<file path="config.mk">
export PLATFORM = sky130hd
export DESIGN_NAME = seg7_scan_driver
export DESIGN_NICKNAME = d
export VERILOG_FILES = /design/src/rtl/seg7_pkg.sv /design/src/rtl/seg7_scan_driver_hex_glyph.sv /design/src/rtl/seg7_scan_driver.sv
export SDC_FILE = /design/constraint.sdc
export NUM_CORES = 1
export LEC_CHECK = 0
export BUFFER_PORTS_ARGS = -buffer_cell sky130_fd_sc_hd__buf_4
export CORE_MARGIN = 4
export CORE_UTILIZATION = 55
export CTS_CLUSTER_SIZE = 40
export DETAILED_ROUTE_END_ITERATION = 10
export PLACE_DENSITY = 0.87
export SYNTH_ARGS = -nofsm -noshare
export SYNTH_HDL_FRONTEND = slang
export SYNTH_HIERARCHICAL = 1
export SYNTH_SLANG_ARGS = --single-unit
</file>
<file path="constraint.sdc">
create_clock -name clk -period 9.2 [get_ports clk]
set_clock_uncertainty 0.05 [all_clocks]
set_input_delay 1.84 -clock clk [delete_from_list [all_inputs] [get_ports clk]]
set_output_delay 1.84 -clock clk [all_outputs]
set_load 0.02 [all_outputs]
</file>
<file path="src/rtl/seg7_pkg.sv">
// Shared glyph table and hex-to-segment lookup for the 7-segment scan driver.
// Glyph bit order is a..g on bits 6..0, active-high.
package seg7_pkg;

    localparam logic [6:0] GLYPH_0 = 7'b1111110;
    localparam logic [6:0] GLYPH_1 = 7'b0110000;
    localparam logic [6:0] GLYPH_2 = 7'b1101101;
    localparam logic [6:0] GLYPH_3 = 7'b1111001;
    localparam logic [6:0] GLYPH_4 = 7'b0110011;
    localparam logic [6:0] GLYPH_5 = 7'b1011011;
    localparam logic [6:0] GLYPH_6 = 7'b1011111;
    localparam logic [6:0] GLYPH_7 = 7'b1110000;
    localparam logic [6:0] GLYPH_8 = 7'b1111111;
    localparam logic [6:0] GLYPH_9 = 7'b1111011;
    localparam logic [6:0] GLYPH_A = 7'b1110111;
    localparam logic [6:0] GLYPH_B = 7'b0011111;
    localparam logic [6:0] GLYPH_C = 7'b1001110;
    localparam logic [6:0] GLYPH_D = 7'b0111101;
    localparam logic [6:0] GLYPH_E = 7'b1001111;
    localparam logic [6:0] GLYPH_F = 7'b1000111;
    localparam logic [6:0] SEG_OFF = 7'b0000000;

    function automatic logic [6:0] hex_to_glyph(input logic [3:0] nib);
        logic [6:0] g;
        g = SEG_OFF;
        case (nib)
            4'h0: g = GLYPH_0;
            4'h1: g = GLYPH_1;
            4'h2: g = GLYPH_2;
            4'h3: g = GLYPH_3;
            4'h4: g = GLYPH_4;
            4'h5: g = GLYPH_5;
            4'h6: g = GLYPH_6;
            4'h7: g = GLYPH_7;
            4'h8: g = GLYPH_8;
            4'h9: g = GLYPH_9;
            4'hA: g = GLYPH_A;
            4'hB: g = GLYPH_B;
            4'hC: g = GLYPH_C;
            4'hD: g = GLYPH_D;
            4'hE: g = GLYPH_E;
            4'hF: g = GLYPH_F;
            default: g = SEG_OFF;
        endcase
        return g;
    endfunction

endpackage

</file>
<file path="src/rtl/seg7_scan_driver_hex_glyph.sv">
// Combinational nibble to active-high a..g glyph decoder.
module hex_glyph
    import seg7_pkg::*;
(
    input  logic [3:0] nib,
    output logic [6:0] glyph_c
);

    assign glyph_c = hex_to_glyph(nib);

endmodule

</file>
<file path="src/rtl/seg7_scan_driver.sv">
// Time-multiplexed 7-segment driver: divider, scan index, double-buffered digit
// data with frame-boundary swap, leading-zero suppression, polarity and output regs.
module seg7_scan_driver
    import seg7_pkg::*;
#(
    parameter int unsigned DIGITS     = 8,
    parameter int unsigned CLK_DIV    = 1000,
    parameter bit          ACTIVE_LOW = 1'b1
) (
    input  logic                  clk,
    input  logic                  rst,
    input  logic                  en,
    input  logic                  load,
    input  logic [4*DIGITS-1:0]   value,
    input  logic [DIGITS-1:0]     dp,
    input  logic [DIGITS-1:0]     blank,
    input  logic                  lz_en,
    output logic [6:0]            seg,
    output logic                  seg_dp,
    output logic [DIGITS-1:0]     an,
    output logic                  frame_done
);

    localparam int unsigned IDX_W = (DIGITS > 1) ? $clog2(DIGITS) : 1;
    localparam int unsigned DIV_W = (CLK_DIV > 1) ? $clog2(CLK_DIV) : 1;
    localparam int unsigned VAL_W = 4 * DIGITS;
    localparam logic        OFF_LVL = ACTIVE_LOW;

    logic [DIV_W-1:0]  div_cnt;
    logic [IDX_W-1:0]  idx;
    logic [VAL_W-1:0]  pend_value, act_value;
    logic [DIGITS-1:0] pend_dp, act_dp;
    logic [DIGITS-1:0] pend_blank, act_blank;

    logic              tick_c;
    logic              wrap_c;
    logic [3:0]        sel_nib_c;
    logic              sel_dp_c;
    logic              sel_blank_c;
    logic              sel_zero_c;
    logic              zero_run_c;
    logic [DIGITS-1:0] an_hot_c;
    logic              dark_c;
    logic [6:0]        glyph_c;
    logic [6:0]        seg_hi_c;
    logic              dp_hi_c;

    assign tick_c = en && (div_cnt == DIV_W'(CLK_DIV - 1));
    assign wrap_c = tick_c && (idx == IDX_W'(DIGITS - 1));

    // Divider and scan index; both hold while en is low.
    always_ff @(posedge clk or posedge rst) begin
        if (rst) begin
            div_cnt <= '0;
            idx     <= '0;
        end else if (en) begin
            if (tick_c) begin
                div_cnt <= '0;
                idx     <= (idx == IDX_W'(DIGITS - 1)) ? '0 : idx + IDX_W'(1);
            end else begin
                div_cnt <= div_cnt + DIV_W'(1);
            end
        end
    end

    // Double buffer: active only changes on a frame wrap, with same-cycle load bypass.
    always_ff @(posedge clk or posedge rst) begin
        if (rst) begin
            pend_value <= '0;
            pend_dp    <= '0;
            pend_blank <= '1;
            act_value  <= '0;
            act_dp     <= '0;
            act_blank  <= '1;
        end else begin
            if (load) begin
                pend_value <= value;
                pend_dp    <= dp;
                pend_blank <= blank;
            end
            if (wrap_c) begin
                act_value <= load ? value : pend_value;
                act_dp    <= load ? dp    : pend_dp;
                act_blank <= load ? blank : pend_blank;
            end
        end
    end

    // Select the current digit and track whether it and every higher digit are zero.
    always_comb begin
        sel_nib_c   = 4'h0;
        sel_dp_c    = 1'b0;
        sel_blank_c = 1'b0;
        sel_zero_c  = 1'b0;
        zero_run_c  = 1'b1;
        an_hot_c    = '0;
        for (int i = int'(DIGITS) - 1; i >= 0; i--) begin
            zero_run_c = zero_run_c && (act_value[4*i +: 4] == 4'h0);
            if (idx == IDX_W'(i)) begin
                sel_nib_c   = act_value[4*i +: 4];
                sel_dp_c    = act_dp[i];
                sel_blank_c = act_blank[i];
                sel_zero_c  = zero_run_c;
                an_hot_c[i] = 1'b1;
            end
        end
    end

    hex_glyph u_glyph (
        .nib     (sel_nib_c),
        .glyph_c (glyph_c)
    );

    assign dark_c   = sel_blank_c || (lz_en && (idx != '0) && sel_zero_c);
    assign seg_hi_c = dark_c ? SEG_OFF : glyph_c;
    assign dp_hi_c  = !dark_c && sel_dp_c;

    // Output registers with polarity applied; forced to the off level when disabled.
    always_ff @(posedge clk or posedge rst) begin
        if (rst) begin
            seg        <= {7{OFF_LVL}};
            seg_dp     <= OFF_LVL;
            an         <= {DIGITS{OFF_LVL}};
            frame_done <= 1'b0;
        end else begin
            frame_done <= wrap_c;
            if (en) begin
                seg    <= ACTIVE_LOW ? ~seg_hi_c : seg_hi_c;
                seg_dp <= ACTIVE_LOW ? ~dp_hi_c  : dp_hi_c;
                an     <= ACTIVE_LOW ? ~an_hot_c : an_hot_c;
            end else begin
                seg    <= {7{OFF_LVL}};
                seg_dp <= OFF_LVL;
                an     <= {DIGITS{OFF_LVL}};
            end
        end
    end

endmodule

</file>
# Yosys cells after proc, flatten, opt, wreduce, memory -nomap -nowiden
# Memories as Yosys holds them, arrays and structs flattened.
# Index checks and enable logic that the tools add are counted.
[op_classes]
n_bitwise = 3
add_sub_neg = 2
n_reduce_logical = 25
mux = 49
eq_ne = 8
[ops]
columns = ["operator", "count"]
rows = [
  ["$mux W1", 33],
  ["$logic_not A4 Y1", 8],
  ["$mux W32", 1],
  ["$mux W4", 8],
  ["$mux W8", 3],
  ["$mux W7", 2],
  ["$eq A3 B3 Y1 const B", 4],
  ["$logic_and A1 B1 Y1", 12],
  ["$add A10 B1 Y10 const B", 1],
  ["$eq A10 B10 Y1 const B", 1],
  ["$mux W10", 1],
  ["$not A8 Y8", 1],
  ["$not A7 Y7", 1],
  ["$eq A3 B2 Y1 const B", 2],
  ["$add A3 B1 Y3 const B", 1],
  ["$eq A3 B1 Y1 const B", 1],
  ["$logic_not A3 Y1", 1],
  ["$mux W3", 1],
  ["$reduce_bool A3 Y1", 1],
  ["$reduce_and A2 Y1", 1],
  ["$logic_not A1 Y1", 1],
  ["$logic_or A1 B1 Y1", 1],
  ["$not A1 Y1", 1],
]
[word_totals]
mem_bits_ro = 112
wordCells = 100
inputBits = 53
reg_bits = 126
output_inout_bits = 17
n_memories = 1
[memory_table]
columns = ["memory", "depth", "word_bits", "read_ports", "rd_ports_with_merged_regs", "wr", "line_no", "text"]
rows = [
  ["(name not given)", 16, 7, 1, 0, 0, "seg7_pkg.sv:26", "case (nib)"],
]

# Logic depth before layout (Yosys ltp)
[depth]
word_depth = 15
mapped_depth = 14
depth_no_buf = 13

# Cells and area by module
# Netlist, hierarchy kept.
[by_module_without_submodules]
columns = ["mod", "instances", "area_each_um2", "cells_each"]
rows = [
  ["seg7_scan_driver", 1, 5430.2, 424],
  ["hex_glyph", 1, 290.3, 33],
]

# Worst setup path before layout
# No wires, ideal clock.
[synth_timing]
kind = "input-to-reg"
start = "in en"
end = "reg act_dp[0]"
path_slack_ns = 5.785
path_stages = 7
n_path_buf = 3
arrival_time_ns = 3.241
path_cell_list = "and3_1 -> and4_1 -> and4_1 -> clkbuf_1 -> buf_4 -> buf_2 -> mux2_2"
[synth_between]
elab_chain_len = 2
[synth_lines]
columns = ["item", "line_no", "text"]
rows = [
  ["start: declaration", "seg7_scan_driver.sv:12", "input logic en,"],
  ["$logic_and A1 B1 Y1", "seg7_scan_driver.sv:48", "assign tick_c = en && (div_cnt == DIV_W'(CLK_DIV - 1));"],
  ["$logic_and A1 B1 Y1", "seg7_scan_driver.sv:49", "assign wrap_c = tick_c && (idx == IDX_W'(DIGITS - 1));"],
  ["net wrap_c", "seg7_scan_driver.sv:36", "logic wrap_c;"],
  ["end signal: assignment", "seg7_scan_driver.sv:83", "act_dp <= load ? dp : pend_dp;"],
  ["end: declaration", "seg7_scan_driver.sv:32", "logic [DIGITS-1:0] pend_dp, act_dp;"],
]
# The timed path passes the listed nets, and every way through them passes these cells.
# A chain may end at the register's enable or synchronous reset.

# Worst setup path in the final report
[layout_timing]
start = "reg idx[2]"
end = "reg seg[3]"
[layout_rtl]
columns = ["item", "line_no", "text"]
rows = [
  ["start: declaration", "seg7_scan_driver.sv:30", "logic [IDX_W-1:0] idx;"],
  ["start signal: assignment", "seg7_scan_driver.sv:59", "idx <= (idx == IDX_W'(DIGITS - 1)) ? '0 : idx + IDX_W'(1);"],
  ["$eq A3 B3 Y1", "seg7_scan_driver.sv:99", "if (idx == IDX_W'(i)) begin"],
  ["$mux W4 (7 in series)", "seg7_scan_driver.sv:99", ""],
  ["$mux W4 *", "seg7_scan_driver.sv:99", ""],
  ["net sel_nib_c[0]", "seg7_scan_driver.sv:37", "logic [3:0] sel_nib_c;"],
  ["$mem_v2 Z16 W7 *", "n/a", ""],
  ["net glyph_c[3]", "seg7_scan_driver.sv:44", "logic [6:0] glyph_c;"],
  ["$mux W7 *", "seg7_scan_driver.sv:115", "assign seg_hi_c = dark_c ? SEG_OFF : glyph_c;"],
  ["$not A7 Y7 *", "seg7_scan_driver.sv:128", "seg <= ACTIVE_LOW ? ~seg_hi_c : seg_hi_c;"],
  ["$mux W7 *", "seg7_scan_driver.sv:127", "if (en) begin"],
  ["end signal: assignment", "seg7_scan_driver.sv:121", "seg <= {7{OFF_LVL}};"],
  ["end signal: assignment", "seg7_scan_driver.sv:128", ""],
  ["end signal: assignment", "seg7_scan_driver.sv:132", "seg <= {7{OFF_LVL}};"],
  ["end: declaration", "seg7_scan_driver.sv:18", "output logic [6:0] seg,"],
]
# The timed path passes the listed nets; every way through them passes the cells marked *.

==> results.txt <==
- Outcome: complete, no violations
- Via/cell ratio: between 5 and 6
- Post-route DRC: 0
- Number of antenna violations at the first check in global routing: 0
- The number of gates resized after CTS was 0.
* Global placer's final weighted congestion: 0.842
* Die boundary height: 110 µm
- Rel. slew slack: 0.206
* Post-synthesis cell count: 457
* Die area: about 12000 µm²
- Final critical delay including setup and external delays: slightly below 4 ns
- Count of maximum capacitance violations: 0
- Post-synthesis instance area: approximately 5700 µm²
- Yosys mapped a number of flops with a built-in enable equal to 0.
- Area share of the leading cell type in the synthesized netlist: 0.411
- H-tree Lvls: 4
* Data required time of the worst path: between 9 and 10 ns
- Setup violations remaining at the end of the flow were counted as 0.
* Peak clock frequency supported by timing: 254 MHz
* Clk_lat worst skew: 0.52 ns
* Sum of negative setup slack: 0 ns
- Number of synthesized register bits: around 130
- TritonCTS built the clock tree.
* Maximum number of pins on one net before global-route repair: 78
* Synthesized netlist net count: ~520
- Kind of start point of the critical path: flip-flop
- Number of global-route vias before repair: 4067
- Of all nets on the critical path, the largest fanout is 22.
- The worst-case IR drop observed on VDD is 0.000121 V.
- Most common cell after layout, fill and taps aside: sky130_fd_sc_hd__mux2_2
- At the worst endpoint, the arrival time is 4.35 ns.
- Largest area contributor in the synthesized netlist: sky130_fd_sc_hd__dfrtp_1
- Leading register cell type out of synthesis: sky130_fd_sc_hd__dfrtp_1
* Power density over cell area: approximately 200 nW/µm²
- Placeable Area: 9950 µm²
- After legalization and detailed placement, the total HPWL measured ~7700 µm.
* Total congestion overflow: 0
* Average footprint of a synthesized cell: ~13 µm²
- Classification of the worst setup path: reg2reg
* Detailed Route WL: approximately 12000 µm
- For this block, the initial DRC count from the detailed router was 281.
- Diode insertion count for antenna repair: 0
- The path class of the tightest hold or removal check is reg2reg.
* Buffers inserted by post-CTS timing repair: 0
* Post-route antenna net violation count: 0
- The initial utilization of the core area, before any placement, comes to 0.575.
- The floorplan has 36 rows.
* Overall Global Routing Usage: 0.217
- The clock net in this run drives a total of 126 sinks.
- Hold buffer count at cts: 0
- At the pin with the least slew margin, the transition time is 1.19 ns.
- The first global-routing pass estimated just under 20000 µm of wire.
- Leaving out fill and tap cells, the most frequent cells in the layout are sky130_fd_sc_hd__mux2_2 (97), sky130_fd_sc_hd__dfrtp_1 (94), sky130_fd_sc_hd__buf_4 (70).
- Net count reported at finish: 588
- Total number of yosys warnings: 6
* Capturing element type of the critical path: flip-flop
* Fraction of layout cells with a size suffix above 1: 0.457
* Number of filler cells placed in the layout: 661
- The design draws between 1 and 1.5 mW.
- Number of clock buffers inserted by TritonCTS: 17
- The final count of pins violating max slew came to 0.
* Vias post-DR: about 3900
* Unrepaired setup endpoints after global routing: no
- The count of buffers added on input and output ports is 69.
* Buffer depth of the longest clock path: 2
- The share of the Yosys chip area taken by registers is 0.558.
* P&R area growth vs syn: 21.1%
- Period utilization: 0.428
* X dimension of the die: 110 µm
- Clock slew seen by the registers of the worst setup and hold paths: 0.06 ns
- The pre-antenna-repair detailed-routing pass consisted of 6 iterations.
* Count of unique library cells instantiated by Yosys: 52
- Async set-reset flop share out of synthesis: 1.00
- Main area contributors after synthesis: sky130_fd_sc_hd__dfrtp_1 (41%), sky130_fd_sc_hd__mux2_2 (19%), sky130_fd_sc_hd__dfstp_2 (15%)
- Fin. Hold Viols: 0
- Dividing the detail-routed wire length by the instance count gives 18.4 µm.
* I/O pin total: 70
- Summed over all cells, the static leakage comes to a little over 3 nW.
* Root Buffer Master: sky130_fd_sc_hd__clkbuf_8
==> metal layers <==
metal	vias up	GRT usage	wire length [µm]
met5	-	0	0
met4	0	0.0917	288
met3	34	0.0489	662
met2	151	0.379	6340
met1	1933	0.258	5020
li1	1753	-	-
==> cell type report <==
class / count / area, µm² / share of cell area
clock buffer: 18 / 428 / 0.0618
clock inverter: 14 / 191 / 0.0276
inverter: 15 / 58.8 / 0.00849
multi-input combinational: 290 / 2350 / 0.340
sequential: 126 / 3190 / 0.461
tap: 133 / 166 / 0.0240
timing repair buffer: 71 / 533 / 0.0770
==> power breakdown <==
group	internal [mW]	total (mW)	switching (mW)
clock network	0.447	0.691	0.245
logic	0.0518	0.101	0.0488
registers	0.595	0.621	0.0259
==> cell families (layout without fill, tap and decap cells) <==
family	after synthesis	in the layout	share of synthesized area
simple gates	103	103	0.0895
compound gates	65	65	0.0790
buf+inv	41	118	0.0304
flops	126	126	0.558
mux	101	101	0.202
fa+ha+maj	14	14	0.0306
xor+xnor	7	7	0.0107
==> critical path, cell delays in order (launching register included) <==
cell,delay [ns]
sky130_fd_sc_hd__dfrtp_1,0.77
sky130_fd_sc_hd__ha_1,0.49
sky130_fd_sc_hd__and2_1,0.28
sky130_fd_sc_hd__a22oi_1,0.14
sky130_fd_sc_hd__o31ai_1,0.35
sky130_fd_sc_hd__o211ai_1,0.18
sky130_fd_sc_hd__a31oi_1,0.48
sky130_fd_sc_hd__inv_1,0.20
sky130_fd_sc_hd__ha_1,0.37
sky130_fd_sc_hd__mux4_1,0.49
sky130_fd_sc_hd__nand2_1,0.07
==> sequential cells by signal (all words and copies together), names as in the netlist <==
register	cells
act_blank	8
act_value	32
frame_done	1
div_cnt	10
seg	7
idx	3
pend_blank	8
act_dp	8
seg_dp	1
pend_dp	8
pend_value	32
an	8
==> Yosys cell counts (3+ instances only) <==
master                     number
sky130_fd_sc_hd__or4_1          3
sky130_fd_sc_hd__xnor2_1        4
sky130_fd_sc_hd__nor4_1         4
sky130_fd_sc_hd__nand4_1        3
sky130_fd_sc_hd__nand2_1       39
sky130_fd_sc_hd__a21oi_1       17
sky130_fd_sc_hd__inv_1         15
sky130_fd_sc_hd__mux2_2        97
sky130_fd_sc_hd__nor2_1        21
sky130_fd_sc_hd__o211ai_1       4
sky130_fd_sc_hd__xor2_1         3
sky130_fd_sc_hd__nor2b_1        6
sky130_fd_sc_hd__dfstp_2       32
sky130_fd_sc_hd__o21ai_0       14
sky130_fd_sc_hd__a31oi_1        6
sky130_fd_sc_hd__nor3_1         3
sky130_fd_sc_hd__ha_1          14
sky130_fd_sc_hd__a22oi_1        5
sky130_fd_sc_hd__nand3_1       10
sky130_fd_sc_hd__clkbuf_1      15
sky130_fd_sc_hd__dfrtp_1       94
sky130_fd_sc_hd__buf_2          6
sky130_fd_sc_hd__o31ai_1        4
==> final timing paths <==
check / startpoint / end / slack [ns] / cells after the start
worst max-delay path: idx[2] / seg[3] / 5.26 / 10
worst min-delay path: pend_value[3] / pend_value[3] / 0.45 / 1
worst max register to register: idx[2] / seg[3] / 5.26 / 10
worst min register to register: pend_value[3] / pend_value[3] / 0.45 / 1
max in group asynchronous: rst / act_value[3] / 6.38 / 3
min in group asynchronous: rst / pend_value[7] / 1.34 / 2
==> metrics by stage <==
step	hold WS (ns)	setup slack, ns	instance area, µm²	utilization	instances
2_1_floorplan	0.409	4.01	5720	-	457
3_3_place_gp	0.429	5.18	6300	0.633	634
3_5_place_dp	0.433	5.02	6300	0.633	634
4_1_cts	0.448	5.19	6920	0.695	666
5_1_grt	0.459	5.06	6930	0.696	667
6_report	0.447	5.26	6930	0.696	667
Power figures use the tool's default switching activity.
